File: src/rtl/cv32e40p_obi_pkg.sv
// Shared types for the OBI credit controller.
// obi_resp_t is one buffered response entry: read data, bus error flag and
// the read/write type of the transaction that produced it.
package cv32e40p_obi_pkg;

  typedef struct packed {
    logic [31:0] rdata;
    logic        err;
    logic        we;
  } obi_resp_t;

  localparam int unsigned OBI_RESP_W = $bits(obi_resp_t);

endpackage

File: src/rtl/cv32e40p_obi_sync_fifo.sv
// Synchronous FIFO with combinational head read.
// Ports:
//   clk, rst      - clock, synchronous active-high reset (pointers/count only)
//   push, wdata   - write request and data
//   pop           - remove head entry (ignored when empty)
//   rdata         - head entry
//   full, empty   - occupancy flags
module cv32e40p_obi_sync_fifo #(
  parameter int unsigned DEPTH = 2,
  parameter int unsigned WIDTH = 1
) (
  input  logic             clk,
  input  logic             rst,
  input  logic             push,
  input  logic [WIDTH-1:0] wdata,
  input  logic             pop,
  output logic [WIDTH-1:0] rdata,
  output logic             full,
  output logic             empty
);

  localparam int unsigned PTR_W = (DEPTH > 1) ? $clog2(DEPTH) : 1;
  localparam int unsigned CNT_W = $clog2(DEPTH + 1);

  logic [WIDTH-1:0] mem [DEPTH];
  logic [PTR_W-1:0] wr_ptr;
  logic [PTR_W-1:0] rd_ptr;
  logic [CNT_W-1:0] count;
  logic             do_push;
  logic             do_pop;

  // Pointers wrap explicitly so non-power-of-two depths work.
  function automatic logic [PTR_W-1:0] ptr_inc(input logic [PTR_W-1:0] p);
    if (p == PTR_W'(DEPTH - 1)) return '0;
    return p + PTR_W'(1);
  endfunction

  assign empty   = (count == '0);
  assign full    = (count == CNT_W'(DEPTH));
  assign do_pop  = pop & ~empty;
  assign do_push = push & (~full | do_pop);
  assign rdata   = mem[rd_ptr];

  always_ff @(posedge clk) begin
    if (rst) begin
      wr_ptr <= '0;
      rd_ptr <= '0;
      count  <= '0;
    end else begin
      if (do_push) wr_ptr <= ptr_inc(wr_ptr);
      if (do_pop)  rd_ptr <= ptr_inc(rd_ptr);
      case ({do_push, do_pop})
        2'b10:   count <= count + CNT_W'(1);
        2'b01:   count <= count - CNT_W'(1);
        default: count <= count;
      endcase
    end
  end

  // Storage carries no reset; validity is tracked by the pointers.
  always_ff @(posedge clk) begin
    if (do_push) mem[wr_ptr] <= wdata;
  end

  a_no_overflow: assert property (@(posedge clk) disable iff (rst) !(push && full && !pop));
  a_no_underflow: assert property (@(posedge clk) disable iff (rst) !(pop && empty));

endmodule

File: src/rtl/cv32e40p_obi_credit_ctrl.sv
// Credit-limited transaction issuer in front of the OBI adapter.
// Requests pass combinationally to trans_* while fewer than MAX_OUTSTANDING
// transactions are issued-but-unconsumed. Each issued transaction's we bit
// is queued in a tag FIFO; each adapter response pops a tag and is stored
// with it in a response FIFO that the consumer drains with rsp_ready_i.
// Ports:
//   req_*      - upstream request handshake and payload
//   trans_*    - request side of the OBI adapter (atop tied to 0)
//   resp_*     - adapter response, always accepted
//   rsp_*      - buffered response to the consumer, rsp_we_o = originating type
//   outstanding_o / busy_o - credit count and nonzero flag
//   spurious_o - registered pulse for a response with no tracked transaction
module cv32e40p_obi_credit_ctrl
  import cv32e40p_obi_pkg::*;
#(
  parameter int unsigned MAX_OUTSTANDING = 2,
  parameter int unsigned CNT_W           = $clog2(MAX_OUTSTANDING + 1)
) (
  input  logic             clk,
  input  logic             rst,
  input  logic             req_valid_i,
  output logic             req_ready_o,
  input  logic [31:0]      req_addr_i,
  input  logic             req_we_i,
  input  logic [31:0]      req_wdata_i,
  input  logic [3:0]       req_be_i,
  output logic             trans_valid_o,
  input  logic             trans_ready_i,
  output logic [31:0]      trans_addr_o,
  output logic             trans_we_o,
  output logic [31:0]      trans_wdata_o,
  output logic [3:0]       trans_be_o,
  output logic [5:0]       trans_atop_o,
  input  logic             resp_valid_i,
  input  logic [31:0]      resp_rdata_i,
  input  logic             resp_err_i,
  output logic             rsp_valid_o,
  input  logic             rsp_ready_i,
  output logic [31:0]      rsp_rdata_o,
  output logic             rsp_err_o,
  output logic             rsp_we_o,
  output logic [CNT_W-1:0] outstanding_o,
  output logic             busy_o,
  output logic             spurious_o
);

  logic [CNT_W-1:0] cnt;
  logic             can_issue;
  logic             fire;
  logic             pop;
  logic             resp_accept;
  logic             tag_head;
  logic             tag_full;
  logic             tag_empty;
  logic             rsp_full;
  logic             rsp_empty;
  obi_resp_t        rsp_in;
  obi_resp_t        rsp_head;

  // Issue path: purely combinational, credit consumed at the edge.
  assign can_issue     = (cnt < CNT_W'(MAX_OUTSTANDING));
  assign trans_valid_o = req_valid_i & can_issue;
  assign req_ready_o   = trans_ready_i & can_issue;
  assign fire          = trans_valid_o & trans_ready_i;
  assign trans_addr_o  = req_addr_i;
  assign trans_we_o    = req_we_i;
  assign trans_wdata_o = req_wdata_i;
  assign trans_be_o    = req_be_i;
  assign trans_atop_o  = '0;

  // A response only counts if a tag is waiting; otherwise it is dropped.
  assign resp_accept = resp_valid_i & ~tag_empty;

  cv32e40p_obi_sync_fifo #(
    .DEPTH (MAX_OUTSTANDING),
    .WIDTH (1)
  ) u_tag_fifo (
    .clk   (clk),
    .rst   (rst),
    .push  (fire),
    .wdata (req_we_i),
    .pop   (resp_accept),
    .rdata (tag_head),
    .full  (tag_full),
    .empty (tag_empty)
  );

  assign rsp_in = '{rdata: resp_rdata_i, err: resp_err_i, we: tag_head};

  cv32e40p_obi_sync_fifo #(
    .DEPTH (MAX_OUTSTANDING),
    .WIDTH (OBI_RESP_W)
  ) u_rsp_fifo (
    .clk   (clk),
    .rst   (rst),
    .push  (resp_accept),
    .wdata (rsp_in),
    .pop   (pop),
    .rdata (rsp_head),
    .full  (rsp_full),
    .empty (rsp_empty)
  );

  assign rsp_valid_o   = ~rsp_empty;
  assign pop           = rsp_valid_o & rsp_ready_i;
  assign rsp_rdata_o   = rsp_head.rdata;
  assign rsp_err_o     = rsp_head.err;
  assign rsp_we_o      = rsp_head.we;
  assign outstanding_o = cnt;
  assign busy_o        = (cnt != '0);

  // Credit counter spans in-flight plus buffered transactions.
  always_ff @(posedge clk) begin
    if (rst) begin
      cnt        <= '0;
      spurious_o <= 1'b0;
    end else begin
      case ({fire, pop})
        2'b10:   cnt <= cnt + CNT_W'(1);
        2'b01:   cnt <= cnt - CNT_W'(1);
        default: cnt <= cnt;
      endcase
      spurious_o <= resp_valid_i & tag_empty;
    end
  end

  // Tag entries plus buffered entries equal cnt, so neither FIFO can overflow.
  a_tag_room: assert property (@(posedge clk) disable iff (rst) !(fire && tag_full));
  a_rsp_room: assert property (@(posedge clk) disable iff (rst) !(resp_accept && rsp_full && !pop));

endmodule
File: config.mk
export PLATFORM = sky130hd
export DESIGN_NAME = cv32e40p_obi_credit_ctrl
export DESIGN_NICKNAME = d
export VERILOG_FILES = /design/src/rtl/cv32e40p_obi_pkg.sv /design/src/rtl/cv32e40p_obi_sync_fifo.sv /design/src/rtl/cv32e40p_obi_credit_ctrl.sv
export SDC_FILE = /design/constraint.sdc
export NUM_CORES = 1
export LEC_CHECK = 0
export ABC_AREA = 1
export CORE_AREA = 2 2 115 117
export CTS_BUF_LIST = sky130_fd_sc_hd__clkbuf_16
export CTS_CLUSTER_SIZE = 30
export DETAILED_ROUTE_END_ITERATION = 10
export DIE_AREA = 0 0 117 119
export GPL_TIMING_DRIVEN = 1
export PLACE_DENSITY = 0.69
export SKIP_LAST_GASP = 1
export SYNTH_ARGS = -nofsm -noshare
export SYNTH_HDL_FRONTEND = slang
export SYNTH_SLANG_ARGS = --single-unit
File: constraint.sdc
create_clock -name clk -period 5.9 [get_ports clk]
set_input_delay 1.77 -clock clk [delete_from_list [all_inputs] [get_ports clk]]
set_output_delay 1.77 -clock clk [all_outputs]
set_load 0.01 [all_outputs]
==> reports/metrics.cfg <==
[setup_path]
slowest_stage = clkdlybuf4s50_1
r2r-end = u_rsp_fifo.mem[1][10]
criticalPathCategory = in2out
timing.critical_path.mode_cell = clkdlybuf4s50_1
rr_worst_depth = 4
critPathLaunchType = input port
cpPeakStageDelay_ps = 580
crit_chain = clkdlybuf4s50_1 -> inv_1 -> nor2_1 -> clkdlybuf4s50_1
cp_data_required_time_ps = 4130
critPathArrivalTime_ps = 3040
crit_fanout = 2
reg2reg_slack_ps = 3860
setup.worst_path.start = trans_ready_i
crit_path_end_kind = output port
critical_path.endpoint = req_ready_o
worstReg2RegStart = u_tag_fifo.count[0]

[placement]
numPlacedInstances = 456
gp_congestion = 0.7506
dpl-instance-area_um2 = 4215
port_buffers = 81
hpwl_um = 5687

[clock_tree]
numCtsBuffers = 9
cts_max_level = 3
clock_latency_ps = 330
clkSinkCount = 83
ctsHoldBuffers = 0
clock-root-buffer = clkbuf_16
post-cts-setup-buffers = 0
cts_tree = built
cts_resized = 0
cts_buffer_depth = 2
clk_pin_slew_ps = 60

[die]
num_rows = 42
coreArea_um2 = 12870
die-width_um = 117
start_util = 0.2902
die-height_um = 119
die_area_um2 = 13920
ios = 224

[yosys]
yosysWarnings = 0
ys_types = 21
yosysSeqAreaShare = 0.6323
syn_area_um2 = 3736
synth.avg_cell_area_um2 = 13.74
synth_cells = 272
synth-seq-cells = 83

[timing]
max_slew_margin = 0.3051
max_freq_ghz = 0.2081
post-route-period-util = 0.8147
period_minus_slack_ps = 4806
drv_slew = 0
fin_skew_ps = 4.001
hold_viol = 0
setup_violations = 0
rsz0062_at_grt = no
worstMarginPinSlew_ps = 1040
tns_ps = 0

[drt]
wl_per_cell_um = 16.29
first_pass_iters = 4
wirelength_um = 7691
drc_errors = 0
vias = 1935
viasPerCell = 4.100
drtIter0Drc = 123
ant_nets = 0

[flow_run]
max_cap_viol_count = 0

[layout]
final-instance-count-excl-fill = 472
regArea_um2 = 2362
layout-drive-gt1-share = 0.1993
fin_area_um2 = 4526
syn2layout_area_growth_pct = 21.13
antenna_cells = 0
fin_nets = 401
num-fill-cells = 1204
multi_input_area_um2 = 762.0

[grt]
grt_use_total = 0.1057
first_global_vias = 1932
antenna_found_initial = 0
grt_max_degree = 36
grt_pass1_wl_um = 10830
overflow = 0

[status]
run_status = finished clean

[hold_path]
min_path_type = reg2reg
min_from = u_tag_fifo.rd_ptr
hold_path_depth = 1

[power]
powerDensity_nw_per_um2 = 383.7
p_leak_nw = 1.559
ir_worst_vdd_mv = 0.1442

layout make-up:
cell class                      count  share of cell area
Clock buffer                        9             0.04977
Inverter                           14             0.01161
Sequential cell                    83              0.5220
Clock inverter                      7             0.01880
Multi-Input combinational cell    101              0.1684
Tap cell                          176             0.04866
Timing Repair Buffer               82              0.1808
layout by cell type (no fill, tap or decap):
master	netlist	layout
o21ai_0	9	9
conb_1	1	6
clkinv_2	0	1
clkinv_1	0	1
nor2_1	11	10
nand2_2	2	2
nor2_8	1	1
clkbuf_16	0	9
nand3_1	5	5
ha_1	2	2
nand2_1	10	10
buf_4	78	1
edfxtp_1	70	70
nor2_4	1	3
dfxtp_1	13	13
nand3b_1	1	1
bufinv_16	0	2
inv_1	14	16
nor2_2	2	1
nor3_2	1	1
mux2_2	35	35
nand3_2	2	2
a21oi_1	12	12
clkinv_4	0	1
nor3_1	1	1
clkdlybuf4s50_1	0	81
metrics by stage:
stage | hold WS (ps) | util | power, mW | worst slack, ps
2_1_floorplan | 425.6 | - | 1.022 | 1932
3_3_place_gp | 433.8 | 0.3274 | 1.170 | 1153
3_5_place_dp | 445.2 | 0.3274 | 1.182 | 1107
4_1_cts | 455.2 | 0.3515 | 1.760 | 1101
5_1_grt | 463.2 | 0.3515 | 1.817 | 1062
6_report | 455.9 | 0.3515 | 1.737 | 1094
power by group:
part	total [mW]	leakage (nW)	internal, mW	switching (mW)
clock network	0.572	0.159	0.366	0.206
logic	0.430	0.657	0.229	0.201
registers	0.735	0.743	0.708	0.0273
total	1.74	1.56	1.30	0.435
worst min path at each step:
| stage | slack (ps) | end |
|---|---|---|
| after global routing | 460 | u_tag_fifo.rd_ptr |
| final | 460 | u_tag_fifo.rd_ptr |
| after detailed placement | 450 | u_rsp_fifo.rd_ptr |
| after CTS | 460 | u_tag_fifo.rd_ptr |
| after global placement | 430 | flop |
| after floorplan | 430 | flop |
metal layers:
metal	vias to the layer above	wire length (um)	global-route usage
met5	-	0	0
met2	109	3664	0.1716
li1	905	-	-
met1	884	2696	0.1027
met3	37	1041	0.05954
met4	0	289	0.06471
kinds of logic after synthesis:
kind of cell	after synthesis	synth area share
adder cells (fa/ha/maj)	2	0.006697
buffers and inverters	93	0.1721
other	1	0.001004
multiplexers	35	0.1055
AO/OA/AOI/OAI	21	0.02813
AND/OR/NAND/NOR	37	0.05425
flip-flops	83	0.6323
worst max-delay path, delay by kind of cell:
| family | cells | cell delay, ps |
|---|---|---|
| buffers and inverters | 3 | 1130 |
| and+or+nand+nor | 1 | 140 |
sequential cells by signal, summed over array words and instances, names as in the netlist, named ones only:
signal and cells:
outstanding_o 2, spurious_o 1, u_rsp_fifo.count 2, u_rsp_fifo.mem 68, u_rsp_fifo.rd_ptr 1, u_rsp_fifo.wr_ptr 1, u_tag_fifo.count 2, u_tag_fifo.mem 2
u_tag_fifo.rd_ptr 1, u_tag_fifo.wr_ptr 1
cells in the mapped netlist:
library cell	number	share of area
nor2_2	2	0.0033
o21ai_0	9	0.012
dfxtp_1	13	0.070
nand3_2	2	0.0054
nand2_1	10	0.010
conb_1	1	0.0010
nand3b_1	1	0.0020
nand3_1	5	0.0067
nor2_1	11	0.011
buf_2	1	0.0013
nor2_4	1	0.0030
nor2_8	1	0.0054
nor3_2	1	0.0027
nor3_1	1	0.0013
nand2_2	2	0.0033
a21oi_1	12	0.016
edfxtp_1	70	0.56
inv_1	14	0.014
buf_4	78	0.16
ha_1	2	0.0067
mux2_2	35	0.11
No activity file was read; power rests on OpenSTA's default activity.
